`src/rtl/uart_pkg.sv`:
```
// Shared UART definitions: parity modes, receiver state encoding and baud divisor helper.
package uart_pkg;

  localparam int unsigned PAR_NONE = 0;
  localparam int unsigned PAR_ODD  = 1;
  localparam int unsigned PAR_EVEN = 2;

  typedef logic [2:0] uart_state_t;

  localparam uart_state_t ST_IDLE      = 3'd0;
  localparam uart_state_t ST_START     = 3'd1;
  localparam uart_state_t ST_DATA      = 3'd2;
  localparam uart_state_t ST_PARITY    = 3'd3;
  localparam uart_state_t ST_STOP      = 3'd4;
  localparam uart_state_t ST_DONE      = 3'd5;
  localparam uart_state_t ST_WAIT_HIGH = 3'd6;

  // Clocks per oversample tick, truncated.
  function automatic int unsigned calc_div(input int unsigned clk_hz,
                                           input int unsigned bit_rate,
                                           input int unsigned oversample);
    return clk_hz / (bit_rate * oversample);
  endfunction

endpackage

```
`src/rtl/uart_baud_tick.sv`:
```
// Oversample tick generator: one-cycle pulse every DIV clocks, realigned by restart.
module uart_baud_tick
  import uart_pkg::*;
#(
  parameter int unsigned CLK_HZ     = 50000000,
  parameter int unsigned BIT_RATE   = 9600,
  parameter int unsigned OVERSAMPLE = 16
) (
  input  logic clk,
  input  logic resetn,
  input  logic restart,
  output logic tick
);

  localparam int unsigned DIV = calc_div(CLK_HZ, BIT_RATE, OVERSAMPLE);
  localparam int unsigned CW  = (DIV > 1) ? $clog2(DIV) : 1;

  if (DIV < 1) begin : g_div_chk
    $error("uart_baud_tick: CLK_HZ too low for BIT_RATE * OVERSAMPLE");
  end

  logic [CW-1:0] cnt_q;

  always_ff @(posedge clk) begin
    if (!resetn || restart) begin
      cnt_q <= '0;
      tick  <= 1'b0;
    end else if (cnt_q == CW'(DIV - 1)) begin
      cnt_q <= '0;
      tick  <= 1'b1;
    end else begin
      cnt_q <= cnt_q + CW'(1);
      tick  <= 1'b0;
    end
  end

endmodule

```
`src/rtl/uart_rx_param.sv`:
```
// Parametrised UART receiver with glitch rejection, parity/framing flags and BREAK detect.
// Define UART_RX_MAJORITY_EN to vote each bit 2-of-3 over the samples around its centre.
module uart_rx_param
  import uart_pkg::*;
#(
  parameter int unsigned CLK_HZ     = 50000000,
  parameter int unsigned BIT_RATE   = 9600,
  parameter int unsigned DATA_BITS  = 8,
  parameter int unsigned PARITY     = 0,
  parameter int unsigned STOP_BITS  = 1,
  parameter int unsigned OVERSAMPLE = 16
) (
  input  logic                 clk,
  input  logic                 resetn,
  input  logic                 uart_rxd,
  input  logic                 uart_rx_en,
  output logic                 uart_rx_valid,
  output logic [DATA_BITS-1:0] uart_rx_data,
  output logic                 uart_rx_parity_err,
  output logic                 uart_rx_frame_err,
  output logic                 uart_rx_break
);

  localparam int unsigned SCW    = $clog2(OVERSAMPLE);
  localparam int unsigned BIW    = $clog2(DATA_BITS);
  localparam int unsigned CENTRE = OVERSAMPLE / 2 - 1;
`ifdef UART_RX_MAJORITY_EN
  localparam int unsigned DECIDE = CENTRE + 1;
`else
  localparam int unsigned DECIDE = CENTRE;
`endif

  if (DATA_BITS < 5 || DATA_BITS > 9 || PARITY > PAR_EVEN || STOP_BITS < 1 ||
      STOP_BITS > 2 || OVERSAMPLE < 4 || (OVERSAMPLE % 2) != 0) begin : g_param_chk
    $error("uart_rx_param: illegal parameter combination");
  end

  logic [1:0]           sync_q;
  logic                 rxd_s;
  logic                 rxd_prev_q;
  logic                 tick;
  logic                 decide;
  logic                 bit_val;
  logic                 par_err;
  uart_state_t          state_q, state_n;
  logic [SCW-1:0]       samp_cnt_q, samp_cnt_n;
  logic [BIW-1:0]       bit_idx_q, bit_idx_n;
  logic                 stop_idx_q, stop_idx_n;
  logic [DATA_BITS-1:0] data_sr_q, data_sr_n;
  logic                 par_bit_q, par_bit_n;
  logic                 ferr_q, ferr_n;
  logic                 brk_q, brk_n;
  logic                 valid_n, break_n, perr_out_n, ferr_out_n;
  logic [DATA_BITS-1:0] data_out_n;

  // Metastability synchroniser plus previous-value flop for edge detection.
  always_ff @(posedge clk) begin
    if (!resetn) begin
      sync_q     <= 2'b11;
      rxd_prev_q <= 1'b1;
    end else begin
      sync_q     <= {sync_q[0], uart_rxd};
      rxd_prev_q <= sync_q[1];
    end
  end

  assign rxd_s = sync_q[1];

  uart_baud_tick #(
    .CLK_HZ    (CLK_HZ),
    .BIT_RATE  (BIT_RATE),
    .OVERSAMPLE(OVERSAMPLE)
  ) u_tick (
    .clk    (clk),
    .resetn (resetn),
    .restart(state_q == ST_IDLE),
    .tick   (tick)
  );

  assign decide = tick && (samp_cnt_q == SCW'(DECIDE));

`ifdef UART_RX_MAJORITY_EN
  logic maj_lo_q, maj_mid_q;

  // Samples just before and at the centre; the third vote is the live sample.
  always_ff @(posedge clk) begin
    if (!resetn) begin
      maj_lo_q  <= 1'b1;
      maj_mid_q <= 1'b1;
    end else if (tick) begin
      if (samp_cnt_q == SCW'(CENTRE - 1)) maj_lo_q <= rxd_s;
      if (samp_cnt_q == SCW'(CENTRE)) maj_mid_q <= rxd_s;
    end
  end

  assign bit_val = (maj_lo_q & maj_mid_q) | (maj_lo_q & rxd_s) | (maj_mid_q & rxd_s);
`else
  assign bit_val = rxd_s;
`endif

  always_comb begin
    par_err = 1'b0;
    if (PARITY == PAR_ODD) par_err = ~(^data_sr_q ^ par_bit_q);
    else if (PARITY == PAR_EVEN) par_err = ^data_sr_q ^ par_bit_q;
  end

  always_comb begin
    state_n    = state_q;
    samp_cnt_n = samp_cnt_q;
    bit_idx_n  = bit_idx_q;
    stop_idx_n = stop_idx_q;
    data_sr_n  = data_sr_q;
    par_bit_n  = par_bit_q;
    ferr_n     = ferr_q;
    brk_n      = brk_q;
    valid_n    = 1'b0;
    break_n    = 1'b0;
    data_out_n = uart_rx_data;
    perr_out_n = uart_rx_parity_err;
    ferr_out_n = uart_rx_frame_err;

    if (tick) begin
      samp_cnt_n = (samp_cnt_q == SCW'(OVERSAMPLE - 1)) ? '0 : samp_cnt_q + SCW'(1);
    end

    case (state_q)
      ST_IDLE: begin
        samp_cnt_n = '0;
        bit_idx_n  = '0;
        stop_idx_n = 1'b0;
        par_bit_n  = 1'b0;
        ferr_n     = 1'b0;
        brk_n      = 1'b0;
        if (uart_rx_en && rxd_prev_q && !rxd_s) state_n = ST_START;
      end
      ST_START: begin
        if (decide) state_n = bit_val ? ST_IDLE : ST_DATA;
      end
      ST_DATA: begin
        if (decide) begin
          data_sr_n = {bit_val, data_sr_q[DATA_BITS-1:1]};
          bit_idx_n = bit_idx_q + BIW'(1);
          if (bit_idx_q == BIW'(DATA_BITS - 1)) begin
            bit_idx_n = '0;
            state_n   = (PARITY != PAR_NONE) ? ST_PARITY : ST_STOP;
          end
        end
      end
      ST_PARITY: begin
        if (decide) begin
          par_bit_n = bit_val;
          state_n   = ST_STOP;
        end
      end
      ST_STOP: begin
        if (decide) begin
          ferr_n     = ferr_q | ~bit_val;
          stop_idx_n = stop_idx_q + 1'b1;
          if (stop_idx_q == 1'(STOP_BITS - 1)) begin
            state_n = ST_DONE;
            // An all-zero frame with a low stop bit is a held-low line, not a word.
            if (data_sr_q == '0 && !par_bit_q && ferr_n) begin
              brk_n   = 1'b1;
              break_n = 1'b1;
            end else begin
              valid_n    = 1'b1;
              data_out_n = data_sr_q;
              perr_out_n = par_err;
              ferr_out_n = ferr_n;
            end
          end
        end
      end
      ST_DONE: begin
        state_n = brk_q ? ST_WAIT_HIGH : ST_IDLE;
      end
      ST_WAIT_HIGH: begin
        if (rxd_s) state_n = ST_IDLE;
      end
      default: state_n = ST_IDLE;
    endcase
  end

  always_ff @(posedge clk) begin
    if (!resetn) begin
      state_q    <= ST_IDLE;
      samp_cnt_q <= '0;
      bit_idx_q  <= '0;
      stop_idx_q <= 1'b0;
      data_sr_q  <= '0;
      par_bit_q  <= 1'b0;
      ferr_q     <= 1'b0;
      brk_q      <= 1'b0;
    end else begin
      state_q    <= state_n;
      samp_cnt_q <= samp_cnt_n;
      bit_idx_q  <= bit_idx_n;
      stop_idx_q <= stop_idx_n;
      data_sr_q  <= data_sr_n;
      par_bit_q  <= par_bit_n;
      ferr_q     <= ferr_n;
      brk_q      <= brk_n;
    end
  end

  always_ff @(posedge clk) begin
    if (!resetn) begin
      uart_rx_valid      <= 1'b0;
      uart_rx_data       <= '0;
      uart_rx_parity_err <= 1'b0;
      uart_rx_frame_err  <= 1'b0;
      uart_rx_break      <= 1'b0;
    end else begin
      uart_rx_valid      <= valid_n;
      uart_rx_data       <= data_out_n;
      uart_rx_parity_err <= perr_out_n;
      uart_rx_frame_err  <= ferr_out_n;
      uart_rx_break      <= break_n;
    end
  end

endmodule

```
`config.mk`:
```
export PLATFORM = sky130hd
export DESIGN_NAME = uart_rx_param
export DESIGN_NICKNAME = d
export VERILOG_FILES = /design/src/rtl/uart_pkg.sv /design/src/rtl/uart_baud_tick.sv /design/src/rtl/uart_rx_param.sv
export SDC_FILE = /design/constraint.sdc
export NUM_CORES = 1
export LEC_CHECK = 0
export ABC_AREA = 1
export CAP_MARGIN = 40
export CORE_MARGIN = 2
export CORE_UTILIZATION = 40
export DETAILED_ROUTE_END_ITERATION = 8
export HOLD_SLACK_MARGIN = 0.15
export PLACE_DENSITY_LB_ADDON = 0.08
export SLEW_MARGIN = 5
export SYNTH_ARGS = -nofsm -noshare
export SYNTH_HDL_FRONTEND = slang
export SYNTH_HIERARCHICAL = 1
export SYNTH_SLANG_ARGS = --single-unit
```
`constraint.sdc`:
```
create_clock -name clk -period 1.8 [get_ports clk]
set_input_delay 0.36 -clock clk [delete_from_list [all_inputs] [get_ports clk]]
set_output_delay 0.36 -clock clk [all_outputs]
set_load 0.005 [all_outputs]
```
==> results of run 1 <==
-- stage by stage --
| step | std cells | hold WS [ns] |
|---|---|---|
| after floorplan | 279 | 0.393 |
| after global placement | 362 | 0.395 |
| after detailed placement | 362 | 0.400 |
| after CTS | 370 | 0.418 |
| after global routing | 370 | 0.441 |
| final | 370 | 0.418 |
-- logic make-up (layout without fill, tap and decap cells) --
group	count (synthesis)	in the layout	share of synthesized area, %
other	1	1	0.184
DFF	46	46	45.2
muxes	1	1	0.491
AOI/OAI and AO/OA	40	40	10.6
xor gates and xnor gates	1	1	0.430
buffers and inverters	32	56	6.99
and+or+nand+nor	153	153	33.1
adders and majority gates	5	5	3.07
-- layout by cell type, fill, tap and decap left out --
cell,netlist,routed
a21boi_0,1,1
inv_2,2,2
nand2_1,55,55
ha_1,5,5
clkdlybuf4s50_1,0,14
clkinv_4,0,1
nor3_1,5,5
a21oi_2,3,3
xnor2_1,1,1
nor3b_1,1,1
nand3_2,2,2
o21ai_0,13,13
nand4_1,2,2
or2_2,2,2
o31ai_1,1,1
mux2i_1,1,1
conb_1,1,1
nand2_4,1,1
nor2_4,1,1
nor2_1,53,53
clkinv_2,0,1
clkbuf_8,0,5
nand3_1,20,20
nand2_2,4,4
dfxtp_1,46,46
buf_4,2,9
nor2_2,6,6
and2_1,1,1
inv_1,23,23
a21oi_1,22,22
clkbuf_1,3,1
-- power by group --
group / switching (mW) / internal, mW
Combinational: 0.423 / 0.221
Clock: 0.340 / 0.274
Sequential: 0.0718 / 1.08
Total: 0.834 / 1.57
-- worst max-delay path, delay by kind of cell (launching register included) --
kind / cells / cell delay [ns]
AOI/OAI and AO/OA: 1 / 0.05
adders and majority gates: 1 / 0.22
DFF: 1 / 0.36
and+or+nand+nor: 6 / 0.85
-- flip-flops by register name, summed over array words and instances (netlist names) --
name	flops
bit_idx_q	3
u_tick/cnt_q	9
samp_cnt_q	4
uart_rx_break	1
data_sr_q	8
state_q	3
uart_rx_frame_err	1
sync_q	2
u_tick/tick	1
rxd_prev_q	1
uart_rx_data	8
ferr_q	1
uart_rx_valid	1
stop_idx_q	1
brk_q	1
par_bit_q	1
-- final timing paths --
check,to,slack (ns)
max,uart_rx_data[3],0.23
min,sync_q[1],0.42
max reg2reg,uart_rx_data[3],0.23
min reg2reg,sync_q[1],0.42
-- layer usage --
| metal | share of wire (%) | wire length (µm) | track usage [%] |
|---|---|---|---|
| met1 | 50 | 1980 | 20.2 |
| met2 | 45 | 1770 | 24.4 |
| met3 | 3.6 | 140 | 4.37 |
| met4 | 1.2 | 48 | 6.63 |
| met5 | 0 | 0 | 0 |
-- layout make-up --
cell class / count / share of cell area, %
clock inverter: 2 / 0.581
timing repair buffer: 23 / 8.77
clock buffer: 6 / 3.06
multi-input combinational: 201 / 41.2
inverter: 25 / 3.96
sequential: 46 / 38.9
tap: 67 / 3.54
==> results.yml, run 1 <==
outcome:
  status: "finished clean"
timing:
  clock.fmax_mhz: 638
  fin_tns_setup_ns: 0
  finalHoldViolations: 0
  drv_slew: 0
  rsz0062_at_grt: "false"
  min_period_over_period_pct: 87.0
  fin_crit_ns: 1.57
  skew_ns: 0.00554
  setup_viol: 0
  setup_ws_ns: 0.233
synth:
  synth_top_flop_cell: "dfxtp_1"
  yosysWarnings: 6
  yosysSeqAreaShare_pct: 45.2
  synth_cell_types: 28
  synth_top_area_share_pct: 45.2
  synth_edf_count: 0
  ys_ff_latch: 46
  synth_area_leaders: "dfxtp_1 45%, nand2_1 10%, nor2_1 9.8%"
  syn_nets: 288
  async_flop_share_pct: 0
  syn_area_per_cell_um2: 7.31
  synthCells: 279
  syn_area_um2: 2040
  post-synth-top-count-cell: "nand2_1"
  yosys.area.top_type: "dfxtp_1"
  synth_common_cells: "55 x nand2_1, 53 x nor2_1, 46 x dfxtp_1, 23 x inv_1, 22 x a21oi_1"
die:
  die-height_um: 75.4
  die_w_um: 75.4
  core_region_area_um2: 4820
  initial_core_util_pct: 42.3
  num_rows: 25
  die_area_um2: 5690
  ios: 16
final_layout:
  multiInputGateArea_um2: 976
  areaGrowthSynthToFinish_pct: 16.1
  final_area_um2: 2370
  ff_latch_area_um2: 921
  nets: 311
  n_antenna_cell: 0
  n_fill_cell: 497
  postLayoutCoreUtil_pct: 49.2
  drive_gt1_share_pct: 12.2
clocking:
  cts.sinks: 46
  cts_root_buf: "clkbuf_8"
  clkLatencyLatePin_ns: 0.29
  post_cts.repair.setup_buffers: 0
  cts_resized: 0
  h-tree-depth: 2
  hold_buffers: 0
  cts_inserted_buffers: 5
  clk_pin_slew_ns: 0.08
  cts_tree: "done"
  cts_buffer_depth: 2
hold_path:
  hp-class: "register to register"
  hold_path_depth: 1
  worstHoldStart: "sync_q[0]"
worst_setup_path:
  endpoint_kind: "register"
  worst_ep_arrival_time_ns: 1.76
  worstPathRequired_ns: 2.00
  slowest_delay_ns: 0.36
  path_class: "register to register"
  critPathMostFrequentCell: "nand2_1"
  path_max_fanout: 9
  slowest_stage: "dfxtp_1"
  crit_path_cell_trace: "ha_1 -> nand3_1 -> nor2_1 -> nand2_1 -> nor2_4 -> nand2_2 -> nand2_1 -> a21oi_2"
  worstSetupStartpoint: "samp_cnt_q[0]"
  r2r-start: "samp_cnt_q[0]"
  ff2ff_path_depth: 8
  cp-start-kind: "register"
global_routing:
  grt_pass1_wl_um: 6740
  antenna_found_initial: 0
  grt_max_degree: 15
  grt.overflow.total: 0
  grt_usage_pct: 15.6
  grt_pass1_vias: 1543
detailed_routing:
  antenna_left: 0
  first_pass_iters: 4
  drc: 0
  drt_iter0_drc: 44
  vias: 1732
  wl_per_cell_um: 10.6
  avgViaCountPerCell: 4.68
  routed_wl_um: 3930
placed_design:
  dp_slack_ns: 0.206
  gp_congestion: 0.836
  hpwl_um: 2950
  placed_area_um2: 2280
  portBuffers: 14
pwr:
  p_leak_nw: 0.917
  power_mw: 2.41
  ir_worst_vdd_uv: 436
  p_per_area_nw_per_um2: 1020
run:
  max_cap_violations: 0
(Power assumes the default switching activity.)
==> run 2, diff against run 1 <==
HOLD_SLACK_MARGIN = 0.08   (was 0.15)
==> results of run 2 <==
Final layout, timing and power as in run 1 (identical DEF).
